==> src/rtl/hack_sequencer_if.sv <==
// Bundle of the fetch, memory and datapath-control signals between the HACK
// sequencer (master) and the datapath / memories around it (slave).
interface hack_seq_if;
    logic        instr_req;
    logic        instr_ack;
    logic [15:0] instr;
    logic [14:0] imm;
    logic        a_sel_imm;
    logic        a_load;
    logic        d_load;
    logic        pc_inc;
    logic        pc_load;
    logic [5:0]  alu_ctl;
    logic        alu_sel_m;
    logic        zr;
    logic        ng;
    logic        m_rd_req;
    logic        m_wr_req;
    logic        m_ack;

    modport master (
        output instr_req, imm, a_sel_imm, a_load, d_load, pc_inc, pc_load,
               alu_ctl, alu_sel_m, m_rd_req, m_wr_req,
        input  instr_ack, instr, zr, ng, m_ack
    );

    modport slave (
        input  instr_req, imm, a_sel_imm, a_load, d_load, pc_inc, pc_load,
               alu_ctl, alu_sel_m, m_rd_req, m_wr_req,
        output instr_ack, instr, zr, ng, m_ack
    );
endinterface

==> src/rtl/hack_sequencer.sv <==
// Multi-cycle HACK CPU control unit: fetch, decode, memory handshakes, commit.
// Optional single-step gating of the fetch is enabled by defining HACK_SEQ_STEP_EN.
module hack_sequencer #(
    parameter int CNT_W = 16
) (
    input  logic             clk,
    input  logic             rst_n,
`ifdef HACK_SEQ_STEP_EN
    input  logic             step,
`endif
    hack_seq_if.master       bus,
    output logic [2:0]       state,
    output logic [CNT_W-1:0] retired
);

    typedef enum logic [2:0] {
        FETCH   = 3'd0,
        DECODE  = 3'd1,
        RD_WAIT = 3'd2,
        EXEC    = 3'd3,
        WR_WAIT = 3'd4
    } state_t;

    state_t           state_q, state_d;
    logic [15:0]      ir_q, ir_d;
    logic [CNT_W-1:0] retired_q, retired_d;

    logic instr_req_c, m_rd_req_c, m_wr_req_c;
    logic a_load_c, a_sel_imm_c, d_load_c, pc_inc_c, pc_load_c;
    logic commit_c, jump_c, fetch_go_c;

`ifdef HACK_SEQ_STEP_EN
    // Remembers a sampled step pulse until the fetch it unlocks is accepted.
    logic go_q, go_d;
    assign fetch_go_c = go_q;
`else
    assign fetch_go_c = 1'b1;
`endif

    assign jump_c = (ir_q[2] & bus.ng) | (ir_q[1] & bus.zr) |
                    (ir_q[0] & ~bus.zr & ~bus.ng);

    always_comb begin
        state_d     = state_q;
        ir_d        = ir_q;
        retired_d   = retired_q;
        instr_req_c = 1'b0;
        m_rd_req_c  = 1'b0;
        m_wr_req_c  = 1'b0;
        a_load_c    = 1'b0;
        a_sel_imm_c = 1'b0;
        d_load_c    = 1'b0;
        pc_inc_c    = 1'b0;
        pc_load_c   = 1'b0;
        commit_c    = 1'b0;
`ifdef HACK_SEQ_STEP_EN
        go_d        = go_q;
`endif

        case (state_q)
            FETCH: begin
`ifdef HACK_SEQ_STEP_EN
                if (!go_q) begin
                    go_d = step;
                end
`endif
                if (fetch_go_c) begin
                    instr_req_c = 1'b1;
                    if (bus.instr_ack) begin
                        ir_d    = bus.instr;
                        state_d = DECODE;
`ifdef HACK_SEQ_STEP_EN
                        go_d    = 1'b0;
`endif
                    end
                end
            end
            DECODE: begin
                if (!ir_q[15]) begin
                    a_load_c    = 1'b1;
                    a_sel_imm_c = 1'b1;
                    pc_inc_c    = 1'b1;
                    retired_d   = retired_q + CNT_W'(1);
                    state_d     = FETCH;
                end else if (ir_q[12]) begin
                    state_d = RD_WAIT;
                end else begin
                    state_d = EXEC;
                end
            end
            RD_WAIT: begin
                m_rd_req_c = 1'b1;
                if (bus.m_ack) begin
                    state_d = EXEC;
                end
            end
            EXEC: begin
                if (ir_q[3]) begin
                    m_wr_req_c = 1'b1;
                    state_d    = WR_WAIT;
                end else begin
                    commit_c = 1'b1;
                    state_d  = FETCH;
                end
            end
            WR_WAIT: begin
                m_wr_req_c = 1'b1;
                if (bus.m_ack) begin
                    commit_c = 1'b1;
                    state_d  = FETCH;
                end
            end
            default: state_d = FETCH;
        endcase

        // A and memory address use pre-edge A, so an A-write plus jump is safe.
        if (commit_c) begin
            a_load_c  = ir_q[5];
            d_load_c  = ir_q[4];
            pc_load_c = jump_c;
            pc_inc_c  = ~jump_c;
            retired_d = retired_q + CNT_W'(1);
        end
    end

    always_ff @(posedge clk) begin
        if (!rst_n) begin
            state_q   <= FETCH;
            ir_q      <= '0;
            retired_q <= '0;
        end else begin
            state_q   <= state_d;
            ir_q      <= ir_d;
            retired_q <= retired_d;
        end
    end

`ifdef HACK_SEQ_STEP_EN
    always_ff @(posedge clk) begin
        if (!rst_n) begin
            go_q <= 1'b0;
        end else begin
            go_q <= go_d;
        end
    end
`endif

    // Strobes and requests are forced low while reset is held so nothing commits.
    assign bus.instr_req = instr_req_c & rst_n;
    assign bus.m_rd_req  = m_rd_req_c  & rst_n;
    assign bus.m_wr_req  = m_wr_req_c  & rst_n;
    assign bus.a_load    = a_load_c    & rst_n;
    assign bus.a_sel_imm = a_sel_imm_c & rst_n;
    assign bus.d_load    = d_load_c    & rst_n;
    assign bus.pc_inc    = pc_inc_c    & rst_n;
    assign bus.pc_load   = pc_load_c   & rst_n;

    assign bus.imm       = ir_q[14:0];
    assign bus.alu_ctl   = ir_q[11:6];
    assign bus.alu_sel_m = ir_q[12];
    assign state         = state_q;
    assign retired       = retired_q;

endmodule

==> src/flat_wrapper.sv <==
// flat-port wrapper written by rule: the top's interface ports become plain ports
module hack_sequencer_flat 
#(
    parameter int CNT_W = 16
)
  (clk, rst_n, state, retired, bus_instr_req, bus_imm, bus_a_sel_imm, bus_a_load, bus_d_load, bus_pc_inc, bus_pc_load, bus_alu_ctl, bus_alu_sel_m, bus_m_rd_req, bus_m_wr_req, bus_instr_ack, bus_instr, bus_zr, bus_ng, bus_m_ack);
  hack_seq_if bus_i ();
  input  logic clk;
  input  logic rst_n;
  output logic [2:0] state;
  output logic [CNT_W-1:0] retired;
  output wire logic [$bits(bus_i.instr_req)-1:0] bus_instr_req;
  output wire logic [$bits(bus_i.imm)-1:0] bus_imm;
  output wire logic [$bits(bus_i.a_sel_imm)-1:0] bus_a_sel_imm;
  output wire logic [$bits(bus_i.a_load)-1:0] bus_a_load;
  output wire logic [$bits(bus_i.d_load)-1:0] bus_d_load;
  output wire logic [$bits(bus_i.pc_inc)-1:0] bus_pc_inc;
  output wire logic [$bits(bus_i.pc_load)-1:0] bus_pc_load;
  output wire logic [$bits(bus_i.alu_ctl)-1:0] bus_alu_ctl;
  output wire logic [$bits(bus_i.alu_sel_m)-1:0] bus_alu_sel_m;
  output wire logic [$bits(bus_i.m_rd_req)-1:0] bus_m_rd_req;
  output wire logic [$bits(bus_i.m_wr_req)-1:0] bus_m_wr_req;
  input wire logic [$bits(bus_i.instr_ack)-1:0] bus_instr_ack;
  input wire logic [$bits(bus_i.instr)-1:0] bus_instr;
  input wire logic [$bits(bus_i.zr)-1:0] bus_zr;
  input wire logic [$bits(bus_i.ng)-1:0] bus_ng;
  input wire logic [$bits(bus_i.m_ack)-1:0] bus_m_ack;
  assign bus_instr_req = bus_i.instr_req;
  assign bus_imm = bus_i.imm;
  assign bus_a_sel_imm = bus_i.a_sel_imm;
  assign bus_a_load = bus_i.a_load;
  assign bus_d_load = bus_i.d_load;
  assign bus_pc_inc = bus_i.pc_inc;
  assign bus_pc_load = bus_i.pc_load;
  assign bus_alu_ctl = bus_i.alu_ctl;
  assign bus_alu_sel_m = bus_i.alu_sel_m;
  assign bus_m_rd_req = bus_i.m_rd_req;
  assign bus_m_wr_req = bus_i.m_wr_req;
  assign bus_i.instr_ack = bus_instr_ack;
  assign bus_i.instr = bus_instr;
  assign bus_i.zr = bus_zr;
  assign bus_i.ng = bus_ng;
  assign bus_i.m_ack = bus_m_ack;
  hack_sequencer #(.CNT_W(CNT_W)) u_core (.clk(clk), .rst_n(rst_n), .bus(bus_i), .state(state), .retired(retired));
endmodule
==> config.mk <==
export PLATFORM = sky130hd
export DESIGN_NAME = hack_sequencer_flat
export DESIGN_NICKNAME = d
export VERILOG_FILES = /design/src/rtl/hack_sequencer_if.sv /design/src/rtl/hack_sequencer.sv /design/src/flat_wrapper.sv
export SDC_FILE = /design/constraint.sdc
export NUM_CORES = 1
export LEC_CHECK = 0
export CAP_MARGIN = 20
export CORE_UTILIZATION = 45
export CTS_CLUSTER_DIAMETER = 80
export DETAILED_ROUTE_END_ITERATION = 10
export PLACE_DENSITY = 0.83
export SKIP_LAST_GASP = 1
export SLEW_MARGIN = 20
export SYNTH_ARGS = -nofsm -noshare
export SYNTH_HDL_FRONTEND = slang
export SYNTH_SLANG_ARGS = --single-unit
==> constraint.sdc <==
create_clock -name clk -period 3.4 [get_ports clk]
set_input_delay 0.68 -clock clk [delete_from_list [all_inputs] [get_ports clk]]
set_output_delay 0.68 -clock clk [all_outputs]
set_load 0.01 [all_outputs]
======== After elaboration in Yosys (flattened, before gate mapping) ========
Index checks and enable logic that the tools add are counted.
W data, S select, Z words.
word-level totals
  register bits after elaboration ......... 35
  bits of input ports ..................... 22
  output and inout bits ................... 49
  word-level logic and storage cells ...... 57
cells by class
  add/subtract/negate cells ............... 1
  equality and inequality tests ........... 8
  muxes and demuxes ....................... 23
  bitwise logic cells ..................... 17
  reduce and logical (&&, ||, !) cells .... 5
operators with widths
  kind                     number
  $mux W16                 3
  $add A16 B1 Y16 const B  1
  $mux W3                  5
  $pmux W3 S5              1
  $and A1 B1 Y1            12
  $mux W1                  12
  $ne A2 B2 Y1 const B     4
  $eq A3 B2 Y1 const B     2
  $pmux W1 S2              2
  $reduce_and A2 Y1        2
  $eq A3 B1 Y1 const B     1
  $eq A3 B3 Y1 const B     1
  $logic_not A3 Y1         1
  $not A1 Y1               3
  $reduce_and A3 Y1        1
  $or A1 B1 Y1             2
  $reduce_bool A2 Y1       1

======== Logic depth before layout (Yosys ltp) ========
  word-level depth ........................ 7
  mapped depth ............................ 6
  depth with buffers taken out ............ 4

======== Least setup slack after synthesis ========
OpenSTA, ideal clock, no wires.
  path kind ............................... input-to-output
  from .................................... input port bus_m_ack
  to ...................................... output port bus_a_load
  arrival ................................. 1.629 ns
  required time ........................... 2.720 ns
  path slack .............................. 1.091 ns
  stages .................................. 5
  buffers on the path ..................... 1
  cells stage by stage .................... and4bb_2 > a21oi_1 > buf_2 > nand2b_1 > nor2_1
between the ends
  longest elaborated chain between the ends .. 4
ends and longest elaborated chain
  element          RTL line               text
  start, declared  flat_wrapper.sv:27     input wire logic [$bits(bus_i.m_ack)-1:0] bus_m_ack;
  $mux W1          hack_sequencer.sv:108  if (bus.m_ack) begin
  $pmux W1 S2      hack_sequencer.sv:60   case (state_q)
  $mux W1          hack_sequencer.sv:117  if (commit_c) begin
  $and A1 B1 Y1    hack_sequencer.sv:152  assign bus.a_load = a_load_c & rst_n;
  end, declared    flat_wrapper.sv:15     output wire logic [$bits(bus_i.a_load)-1:0] bus_a_load;
No other way between the ends.

======== Worst setup path after layout ========
  from .................................... input port bus_m_ack
  to ...................................... output port bus_pc_load
between the ends
  longest elaborated chain between the ends .. 4
ends and longest elaborated chain
  element        RTL line               text
  $mux W1        hack_sequencer.sv:108
  $pmux W1 S2    hack_sequencer.sv:60
  $mux W1        hack_sequencer.sv:117
  $and A1 B1 Y1  hack_sequencer.sv:156  assign bus.pc_load = pc_load_c & rst_n;
  end, declared  flat_wrapper.sv:18     output wire logic [$bits(bus_i.pc_load)-1:0] bus_pc_load;
No other way between the ends.

==> metrics.md <==
| Metric | Value |
|---|---|
| Status | finished clean |
| H-Tree Depth | 2 |
| Row count | 22 |
| Worst-path cell chain | clkdlybuf4s50_1, and4bb_2, a31oi_1, a21oi_1, and2_1, clkdlybuf4s50_1 |
| Drc violations | 0 |
| Synthesized area | 1750 µm² |
| Grt ovf | 0 |
| Most common library cell in the layout ignoring fill and taps | clkdlybuf4s50_1 |
| Vias | 1686 |
| Setup TNS | 0 ns |
| Die width | 64.3 µm |
| CP Class | primary input to output port |
| Hold Vio Cnt, Final | 0 |
| RSZ-0062 raised after global routing | no |
| Ys async rst share | 0 |
| Post-cts resize count | 0 |
| Clock group share of total power | 0.317 |
| Hold Crit Class | flop to flop |
| Synth unique cells | 34 |
| Syn_nets | 244 |
| Max incr delay on CP | 0.53 ns |
| Hold Path Origin | u_core.ir_q[14] |
| Mean Syn Cell Area | 7.90 µm² |
| Port Buffers | 70 |
| Post-synth EDFFs | 0 |
| Antenna violations before repair | 0 |
| Switching power | 0.206 mW |
| Worst Setup SP | bus_m_ack |
| Root Buffer | clkbuf_8 |
| Tot GR Track Use | 0.211 |
| Largest family of logic cells by synthesized area | simple AND/OR/NAND/NOR gates |
| Clk Latency, worst-skew pair | 0.28 ns |
| Post-synth top area cell | dfxtp_1 |
| N_diodes | 0 |
| Critical Path Start Type | primary input |
| Reg2reg path depth | 5 |
| Compound-Gate Fraction of Synth Area | 0.175 |
| Top Usage Layer GRT | met2 |
| Worst Hold Depth | 2 |
| Post-Synth Adder-Cell Area | 0.00717 |
| Ys flop type | dfxtp_1 |
| CTS tree | done |
| 1st-iter DRT viols | 63 |
| Maxcap violations | 0 |
| GRT met1 Usage | 0.255 |
| Share of cells above drive strength 1 | 0.0412 |
| VDD IR max | 0.259 mV |
| Max Freq | 321 MHz |
| Slew Viols, Final | 0 |
| Synth Area in XOR/XNOR | 0.00502 |
| Worst slew pin tran | 0.624 ns |
| First-pass GRT wire length | 6.91 mm |
| Drt via density | 5.35 |
| Initial Util | 0.473 |
| DP HPWL | 2.92 mm |
| Combinational power share | 0.161 |
| Worst r2r src | u_core.state[1] |
| TritonCTS buffer count | 5 |
| Clk sinks | 35 |
| Critical path's slowest cell | clkdlybuf4s50_1 |
| Die area | 4130 µm² |
| Initial DRT Pass Iterations | 4 |
| Slew margin rel. | 0.584 |
| Setup violators final | 0 |
| Avg WL per Cell | 13.6 µm |
| RePlAce Congestion | 0.749 |
| Clock Path Buffers | 2 |
| Highest-count cells in the layout ignoring fill and taps | clkdlybuf4s50_1, nand2_1, dfxtp_1, a21oi_1, nor2_1 |
| Total power | 0.843 mW |
| Most used cell, CP | clkdlybuf4s50_1 |
| Post-route minimum period | 3.12 ns |
| Crit end category | output port |
| Antenna Nets Post-Route | 0 |
| Synthesis-stage register bit count | 35 |
| Tcrit/Tclk final | 0.917 |
| Area growth syn-to-layout | 36.8% |
| Total Wirelength | 4.28 mm |
| Yosys top cell area share | 0.401 |
| CP Max Fanout | 3 |
| Hold buffer count at CTS | 0 |
| Ports | 71 |
| Worst path required time | 2.72 ns |
| Core Box Area | 3690 µm² |
| Die H | 64.3 µm |
| Met3 Use GR | 0.0500 |
| Met2 Use GR | 0.359 |
| Final #Nets | 291 |
| Internal power | 0.637 mW |
| Leakage power | 0.816 nW |
| Setup Fix Bufs, Post-CTS | 0 |
| Sw Share | 0.244 |
| Simple-gate share of the synthesized area | 0.267 |
| Cells after Synth | 221 |
| Vias in the first global route | 1533 |
| Top post-synthesis cells by area | dfxtp_1, a21oi_1, buf_4, nand2_1, or4_1 |
| Sequential share of the synthesized area | 0.401 |
| Setup Skew | 0.00259 ns |
| Mux contribution to synthesized area | 0.0115 |
| Arr. time, crit path | 2.44 ns |
| Largest net degree at the start of global routing | 34 |
| Pwr/cell area | 353 nW/µm² |
| Clk slew on worst S/H paths | 0.06 ns |
| Yosys warning count | 0 |
| Seq pwr share | 0.523 |
==> cell type report <==
type / count / area [µm²]
clock buffers: 6 / 72.6
fillers: 328 / 1300
inverters: 4 / 15.0
multi-input cells: 149 / 817
flip-flops and latches: 35 / 701
well taps: 48 / 60.1
repair buffers: 73 / 723
==> metrics by stage <==
step | setup WS (ns) | utilization | cells | hold slack (ns) | area (µm²)
floorplan | 1.09 | - | 221 | 0.437 | 1750
detailed placement | 0.313 | 0.628 | 309 | 0.449 | 2320
CTS | 0.298 | 0.648 | 315 | 0.458 | 2390
finish | 0.284 | 0.648 | 315 | 0.458 | 2390
global placement | 0.351 | 0.628 | 309 | 0.444 | 2320
global route | 0.168 | 0.648 | 315 | 0.488 | 2390
==> sequential cells by signal, summed over array words and instances, names as in the netlist <==
signal,count
u_core.ir_q,16
u_core.retired,16
u_core.state,3
==> layer usage <==
layer	wire, µm	vias up
met3	248	4
met5	0	-
met2	2140	46
met1	1850	791
li1	-	845
met4	51	0
==> critical path: cells and delay by family <==
| kind | cells | cell delay [ns] |
|---|---|---|
| and+or+nand+nor | 2 | 0.43 |
| AOI/OAI and AO/OA | 2 | 0.30 |
| buffers and inverters | 2 | 1.02 |
==> Yosys cell counts (all sizes together), types with 2 or more instances <==
cell type	number
o31ai	10
nor2	13
nand4	2
or4	11
and3	2
nand3	7
buf	26
o21ai	3
nand2b	4
inv	4
mux2i	2
a21oi	34
nor3	2
nand2	41
dfxtp	35
clkbuf	7
or3	4
==> power groups by stage <==
stage	registers, mW	clock network [mW]	logic [mW]
6_report	0.441	0.267	0.135
5_1_grt	0.443	0.296	0.146
4_1_cts	0.441	0.274	0.136
3_5_place_dp	0.450	0	0.135
3_3_place_gp	0.449	0	0.133
2_1_floorplan	0.446	0	0.0778
==> path summary, 6_finish.rpt <==
| path | to | slack (ns) |
|---|---|---|
| worst max register to register | u_core.retired[11] | 1.45 |
| worst min register to register | u_core.ir_q[14] | 0.46 |
| worst min-delay path | u_core.ir_q[14] | 0.46 |
| worst max-delay path | bus_pc_load | 0.28 |
==> cell families (layout without fill, tap and decap cells) <==
family | Yosys count | count (layout)
XOR/XNOR | 1 | 1
AO/OA/AOI/OAI | 52 | 52
buffers and inverters | 37 | 83
AND/OR/NAND/NOR | 93 | 93
multiplexers | 2 | 2
flip-flops | 35 | 35
adder cells (fa/ha/maj) | 1 | 1
No activity file was read; power rests on OpenSTA's default activity.
